### src/rtl/cache_mem_arbiter_pkg.sv
`default_nettype none
// ============================================================================
// Module      : rv32i_types (package)
// Description : Shared types for the L1 cache / physical-memory arbiter.
//               arb_state_t - arbiter FSM states
//               arb_owner_t - which L1 cache owns the memory port
// Revision    : 1.0 - initial release
// ============================================================================
package rv32i_types;

  typedef enum logic [1:0] {
    IDLE    = 2'd0,
    SERVE_I = 2'd1,
    SERVE_D = 2'd2,
    RELEASE = 2'd3
  } arb_state_t;

  typedef enum logic {
    ARB_I = 1'b0,
    ARB_D = 1'b1
  } arb_owner_t;

endpackage
`default_nettype wire

### src/rtl/cache_mem_arbiter_pick.sv
`default_nettype none
// ============================================================================
// Module      : cache_arb_pick
// Description : Combinational winner select between the I-cache and D-cache
//               memory requests.
// Ports       : i_req_i    - I-cache requesting
//               d_req_i    - D-cache requesting
//               rr_ptr_i   - 1: prefer I on contention, 0: prefer D
//                            (tied 0 for fixed D-over-I priority)
//               grant_o    - some request is present
//               winner_o   - owner to grant when grant_o is high
// Revision    : 1.0 - initial release
// ============================================================================
module cache_arb_pick
  import rv32i_types::*;
(
  input  logic       i_req_i,
  input  logic       d_req_i,
  input  logic       rr_ptr_i,
  output logic       grant_o,
  output arb_owner_t winner_o
);

  assign grant_o = i_req_i | d_req_i;

  // D wins if it is the only requester, or on contention when the pointer
  // does not favour I.
  assign winner_o = (d_req_i && (!i_req_i || !rr_ptr_i)) ? ARB_D : ARB_I;

endmodule
`default_nettype wire

### src/rtl/cache_mem_arbiter.sv
`default_nettype none
// ============================================================================
// Module      : cache_mem_arbiter
// Description : Shares the single physical-memory burst port between the
//               I-cache (line fills) and D-cache (fills and writebacks).
//               One request is latched, driven to memory, the response is
//               returned to its owner, then a one-cycle release bubble lets
//               the owner drop its request before the next grant.
// Config      : CACHE_ARB_RR_EN - when defined, contention is resolved
//               round-robin (1-bit pointer); otherwise fixed D-over-I.
// Ports       : clk, rst (async, active-high)
//               i_pmem_read/addr -> i_pmem_rdata/resp   I-cache side
//               d_pmem_read/write/addr/wdata -> d_pmem_rdata/resp  D-cache
//               mem_read/write/addr/wdata <- mem_rdata/resp        memory
// Revision    : 1.0 - initial release
// ============================================================================
module cache_mem_arbiter
  import rv32i_types::*;
#(
  parameter int unsigned ADDR_WIDTH = 32,
  parameter int unsigned LINE_WIDTH = 256
) (
  input  logic                  clk,
  input  logic                  rst,
  input  logic                  i_pmem_read,
  input  logic [ADDR_WIDTH-1:0] i_pmem_addr,
  output logic [LINE_WIDTH-1:0] i_pmem_rdata,
  output logic                  i_pmem_resp,
  input  logic                  d_pmem_read,
  input  logic                  d_pmem_write,
  input  logic [ADDR_WIDTH-1:0] d_pmem_addr,
  input  logic [LINE_WIDTH-1:0] d_pmem_wdata,
  output logic [LINE_WIDTH-1:0] d_pmem_rdata,
  output logic                  d_pmem_resp,
  output logic                  mem_read,
  output logic                  mem_write,
  output logic [ADDR_WIDTH-1:0] mem_addr,
  output logic [LINE_WIDTH-1:0] mem_wdata,
  input  logic [LINE_WIDTH-1:0] mem_rdata,
  input  logic                  mem_resp
);

  arb_state_t            state_q, state_d;
  logic [ADDR_WIDTH-1:0] addr_q,  addr_d;
  logic [LINE_WIDTH-1:0] wdata_q, wdata_d;
  logic                  rd_q,    rd_d;
  logic                  wr_q,    wr_d;

  logic                  w_d_req;
  logic                  w_grant;
  arb_owner_t            w_winner;
  logic                  w_rr_ptr;

  assign w_d_req = d_pmem_read | d_pmem_write;

`ifdef CACHE_ARB_RR_EN
  // Points at the side NOT granted last: 1 = prefer I, 0 = prefer D.
  logic rr_q, rr_d;
  assign w_rr_ptr = rr_q;
`else
  assign w_rr_ptr = 1'b0;
`endif

  cache_arb_pick u_pick (
    .i_req_i  (i_pmem_read),
    .d_req_i  (w_d_req),
    .rr_ptr_i (w_rr_ptr),
    .grant_o  (w_grant),
    .winner_o (w_winner)
  );

  always_comb begin
    state_d = state_q;
    addr_d  = addr_q;
    wdata_d = wdata_q;
    rd_d    = rd_q;
    wr_d    = wr_q;
`ifdef CACHE_ARB_RR_EN
    rr_d    = rr_q;
`endif
    case (state_q)
      IDLE: begin
        if (w_grant) begin
          if (w_winner == ARB_D) begin
            state_d = SERVE_D;
            addr_d  = d_pmem_addr;
            wdata_d = d_pmem_wdata;
            // Read and write together is treated as a writeback.
            wr_d    = d_pmem_write;
            rd_d    = ~d_pmem_write;
          end else begin
            state_d = SERVE_I;
            addr_d  = i_pmem_addr;
            wr_d    = 1'b0;
            rd_d    = 1'b1;
          end
`ifdef CACHE_ARB_RR_EN
          rr_d = (w_winner == ARB_D);
`endif
        end
      end
      SERVE_I, SERVE_D: begin
        if (mem_resp) begin
          state_d = RELEASE;
          rd_d    = 1'b0;
          wr_d    = 1'b0;
        end
      end
      RELEASE: state_d = IDLE;
      default: state_d = IDLE;
    endcase
  end

  always_ff @(posedge clk or posedge rst) begin
    if (rst) begin
      state_q <= IDLE;
      addr_q  <= '0;
      wdata_q <= '0;
      rd_q    <= 1'b0;
      wr_q    <= 1'b0;
`ifdef CACHE_ARB_RR_EN
      rr_q    <= 1'b0;
`endif
    end else begin
      state_q <= state_d;
      addr_q  <= addr_d;
      wdata_q <= wdata_d;
      rd_q    <= rd_d;
      wr_q    <= wr_d;
`ifdef CACHE_ARB_RR_EN
      rr_q    <= rr_d;
`endif
    end
  end

  // Memory side is driven purely from the latched transaction.
  assign mem_read  = rd_q;
  assign mem_write = wr_q;
  assign mem_addr  = addr_q;
  assign mem_wdata = wdata_q;

  // Read data is broadcast; only the completion pulse is steered.
  assign i_pmem_rdata = mem_rdata;
  assign d_pmem_rdata = mem_rdata;
  assign i_pmem_resp  = (state_q == SERVE_I) & mem_resp;
  assign d_pmem_resp  = (state_q == SERVE_D) & mem_resp;

`ifndef SYNTHESIS
  a_d_rw_exclusive : assert property (@(posedge clk) disable iff (rst)
      !(d_pmem_read && d_pmem_write))
    else $warning("d_pmem_read and d_pmem_write both high; treated as write");
`endif

endmodule
`default_nettype wire

### config.mk
export PLATFORM = sky130hd
export DESIGN_NAME = cache_mem_arbiter
export DESIGN_NICKNAME = d
export VERILOG_FILES = /design/src/rtl/cache_mem_arbiter_pkg.sv /design/src/rtl/cache_mem_arbiter_pick.sv /design/src/rtl/cache_mem_arbiter.sv
export SDC_FILE = /design/constraint.sdc
export NUM_CORES = 1
export LEC_CHECK = 0
export ABC_AREA = 1
export ABC_CLOCK_PERIOD_IN_PS = 24000
export BUFFER_PORTS_ARGS = -buffer_cell sky130_fd_sc_hd__buf_2
export CORE_AREA = 2 2 533 535
export DETAILED_ROUTE_END_ITERATION = 6
export DIE_AREA = 0 0 535 537
export GPL_TIMING_DRIVEN = 0
export PLACE_DENSITY = 0.3
export SETUP_SLACK_MARGIN = 0.1
export SLEW_MARGIN = 20
export SYNTH_ARGS = -nofsm -noshare
export SYNTH_HDL_FRONTEND = slang
export SYNTH_SLANG_ARGS = --single-unit
export TNS_END_PERCENT = 30
### constraint.sdc
create_clock -name clk -period 24 [get_ports clk]
set_input_delay 2.4 -clock clk [delete_from_list [all_inputs] [get_ports clk]]
set_output_delay 2.4 -clock clk [all_outputs]
set_load 0.01 [all_outputs]
==> flow_summary.toml <==
[outcome]
status = "finished, final reports clean"

[global_route]
grt_use_total_pct = 10.2
grt_pass1_wl_um = 188000
grt_pass1_vias = 17100
antenna_found_initial = 73
grt_overflow = 0
grt_start_max_net_pins = 87

[route]
wl_per_cell_um = 22.2
vias = 17300
drc_errors = 0
vias_per_cell = 2.51
drt-pass1-iter-count = 5
drt-total-wl_um = 154000
ant_nets = 0
drtIter0Drc = 955

[worst_setup_path]
cpPeakStageDelay_ps = 140
crit_chain = "buf_2, nand2_1, inv_1, buf_2"
cp_data_arrival_time_ps = 2780
crit_type = "input port to output port"
cpMostUsedCell = "buf_2"
worstPathRequired_ps = 21600
cp_max_fo = 3
crit_slowest_cell = "buf_2"
cp-start-kind = "input port"
worstSetupEndpointType = "output port"

[layout]
fin_util_pct = 9.92
drive_gt1_share_pct = 57.2
nets = 3673
instances_no_fill = 6918
regArea_mm2 = 0.00731
syn_to_final_growth_pct = 77.2
fillerInstances = 33000
multi_input_area_mm2 = 0.00410

[clock_tree]
holdBufCountCts = 0
cts_setup_buffers = 0
cts_sinks = 292
cts_tree = "built"
clock_latency_ps = 670
post_cts_resized = 0
cts-root-buf = "clkbuf_16"
clockBufferDepth = 3
htree_levels = 2
numCtsBuffers = 45
cts.clk_slew.worst_paths_ps = 50

[synthesis]
yosysUniqueCellTypes = 16
ys_seq_elements = 292
syn_area_per_cell_um2 = 8.26
syn_nets = 2492
synth_area_mm2 = 0.0158
synthCells = 1906
yosys_warnings = 0
yosysSeqAreaShare_pct = 46.4

[pwr]
power.total_mw = 3.05
leakage_nw = 14.6
peakVddDrop_mv = 0.0420
power_density_mw_per_mm2 = 109

[run]
drv_cap = 0

[floorplan]
ioPinCount = 1386
die_x_um = 535
core_mm2 = 0.281
rows = 195
fp.dieH_um = 537
initial_utilization_pct = 5.60
dieArea_mm2 = 0.287

[placement]
dp_hpwl_um = 138000
port_buffers = 1129
gp_congestion = 0.885
placedCellCount = 6783

[sta]
fin_setup_tns_ps = 0
period_share_pct = 21.6
rsz0062_at_grt = "false"
maxSlewHeadroom_pct = 35.9
max_freq_mhz = 193
hold_viol_final = 0
fin_skew_ps = 63.8
fin_hold_ws_ps = 462
final_max_slew_viol_count = 0
period_minus_slack_ps = 5180
tightest_slew_ps = 962
final-setup-viol-count = 0

[worst_hold_path]
hold_path_class = "flop to flop"
-- final cells by class --
class	instances	share of cell area [%]
Antenna cell	54	0.484
Multi-Input combinational cell	991	14.7
Buffer	610	15.4
Clock buffer	65	4.78
Timing Repair Buffer	1134	20.7
Inverter	13	0.202
Tap cell	3743	16.8
Sequential cell	292	26.2
Clock inverter	16	0.798
-- registers in the layout (all words and copies together), names as in the netlist --
| name | flops |
|---|---|
| mem_wdata | 256 |
| mem_addr | 32 |
| state_q | 2 |
| mem_read | 1 |
| mem_write | 1 |
-- logic make-up (layout without fill, tap and decap cells) --
kind of cell             count (synthesis)  after routing  share of synthesized area (%)
buffers and inverters                  623           1838                           27.6
AND/OR/NAND/NOR                        983            983                           25.6
flip-flops                             292            292                           46.4
AO/OA/AOI/OAI                            4              4                          0.151
other                                    0             54                              0
adder cells (fa/ha/maj)                  4              4                          0.318
-- layout by cell type (no fill, tap or decap), types with 3 or more instances in the layout --
cell / count
buf_1: 13
nand2_1: 719
buf_2: 1187
nor2_1: 3
clkbuf_16: 47
ha_1: 4
buf_4: 515
clkbuf_1: 31
buf_16: 4
clkinv_2: 5
clkbuf_8: 9
clkinvlp_4: 4
nand3_1: 258
bufinv_16: 5
dfrtp_1: 292
inv_1: 11
diode_2: 54
-- final timing paths --
path                                start             end  slack (ps)  depth (start not counted)
max in group asynchronous             rst   mem_wdata[72]       20770                          5
hold reg to reg            mem_wdata[195]  mem_wdata[195]         460                          2
hold / removal             mem_wdata[195]  mem_wdata[195]         460                          2
min in group asynchronous             rst  mem_wdata[150]        1690                          2
setup / recovery                 mem_resp     i_pmem_resp       18820                          4
setup reg to reg               state_q[1]  mem_wdata[139]       21170                          7
-- report_power, final --
part           internal (mW)  total (mW)  switching (mW)  leakage, nW
clock                  0.437       0.721           0.284        0.754
combinational          0.441        1.47            1.03         10.2
sequential             0.733       0.867           0.134         3.61
total                   1.61        3.05            1.44         14.6
-- routing by layer --
metal	GRT usage (%)	wire, um	vias to the layer above
li1	-	-	7904
met1	11.2	58300	8149
met2	16.7	71000	1070
met3	5.17	18700	185
met4	3.62	5450	28
met5	0	193	-
-- cells in the mapped netlist (all sizes together) --
cell	count	area, um2
clkbuf	24	90.1
nor2	4	22.5
nand4	2	12.5
ha	4	50.1
nand3	258	1290
dfrtp	292	7310
o21ai	2	10.0
nand2	719	2700
buf	586	4210
a21oi	2	13.8
inv	13	48.8
-- per-stage QoR --
| step | area (um2) | setup slack [ps] |
|---|---|---|
| 6_report | 27900 | 18820 |
| 5_1_grt | 27800 | 18800 |
| 4_1_cts | 27800 | 18810 |
| 3_5_place_dp | 26200 | 18810 |
| 3_3_place_gp | 26100 | 7720 |
| 2_1_floorplan | 15800 | 13540 |
-- critical path: cells and delay by family --
kind          cells  cell delay [ps]
buf+inv           3              310
simple gates      1               60
Note: power is estimated with default switching activity, not from simulation.
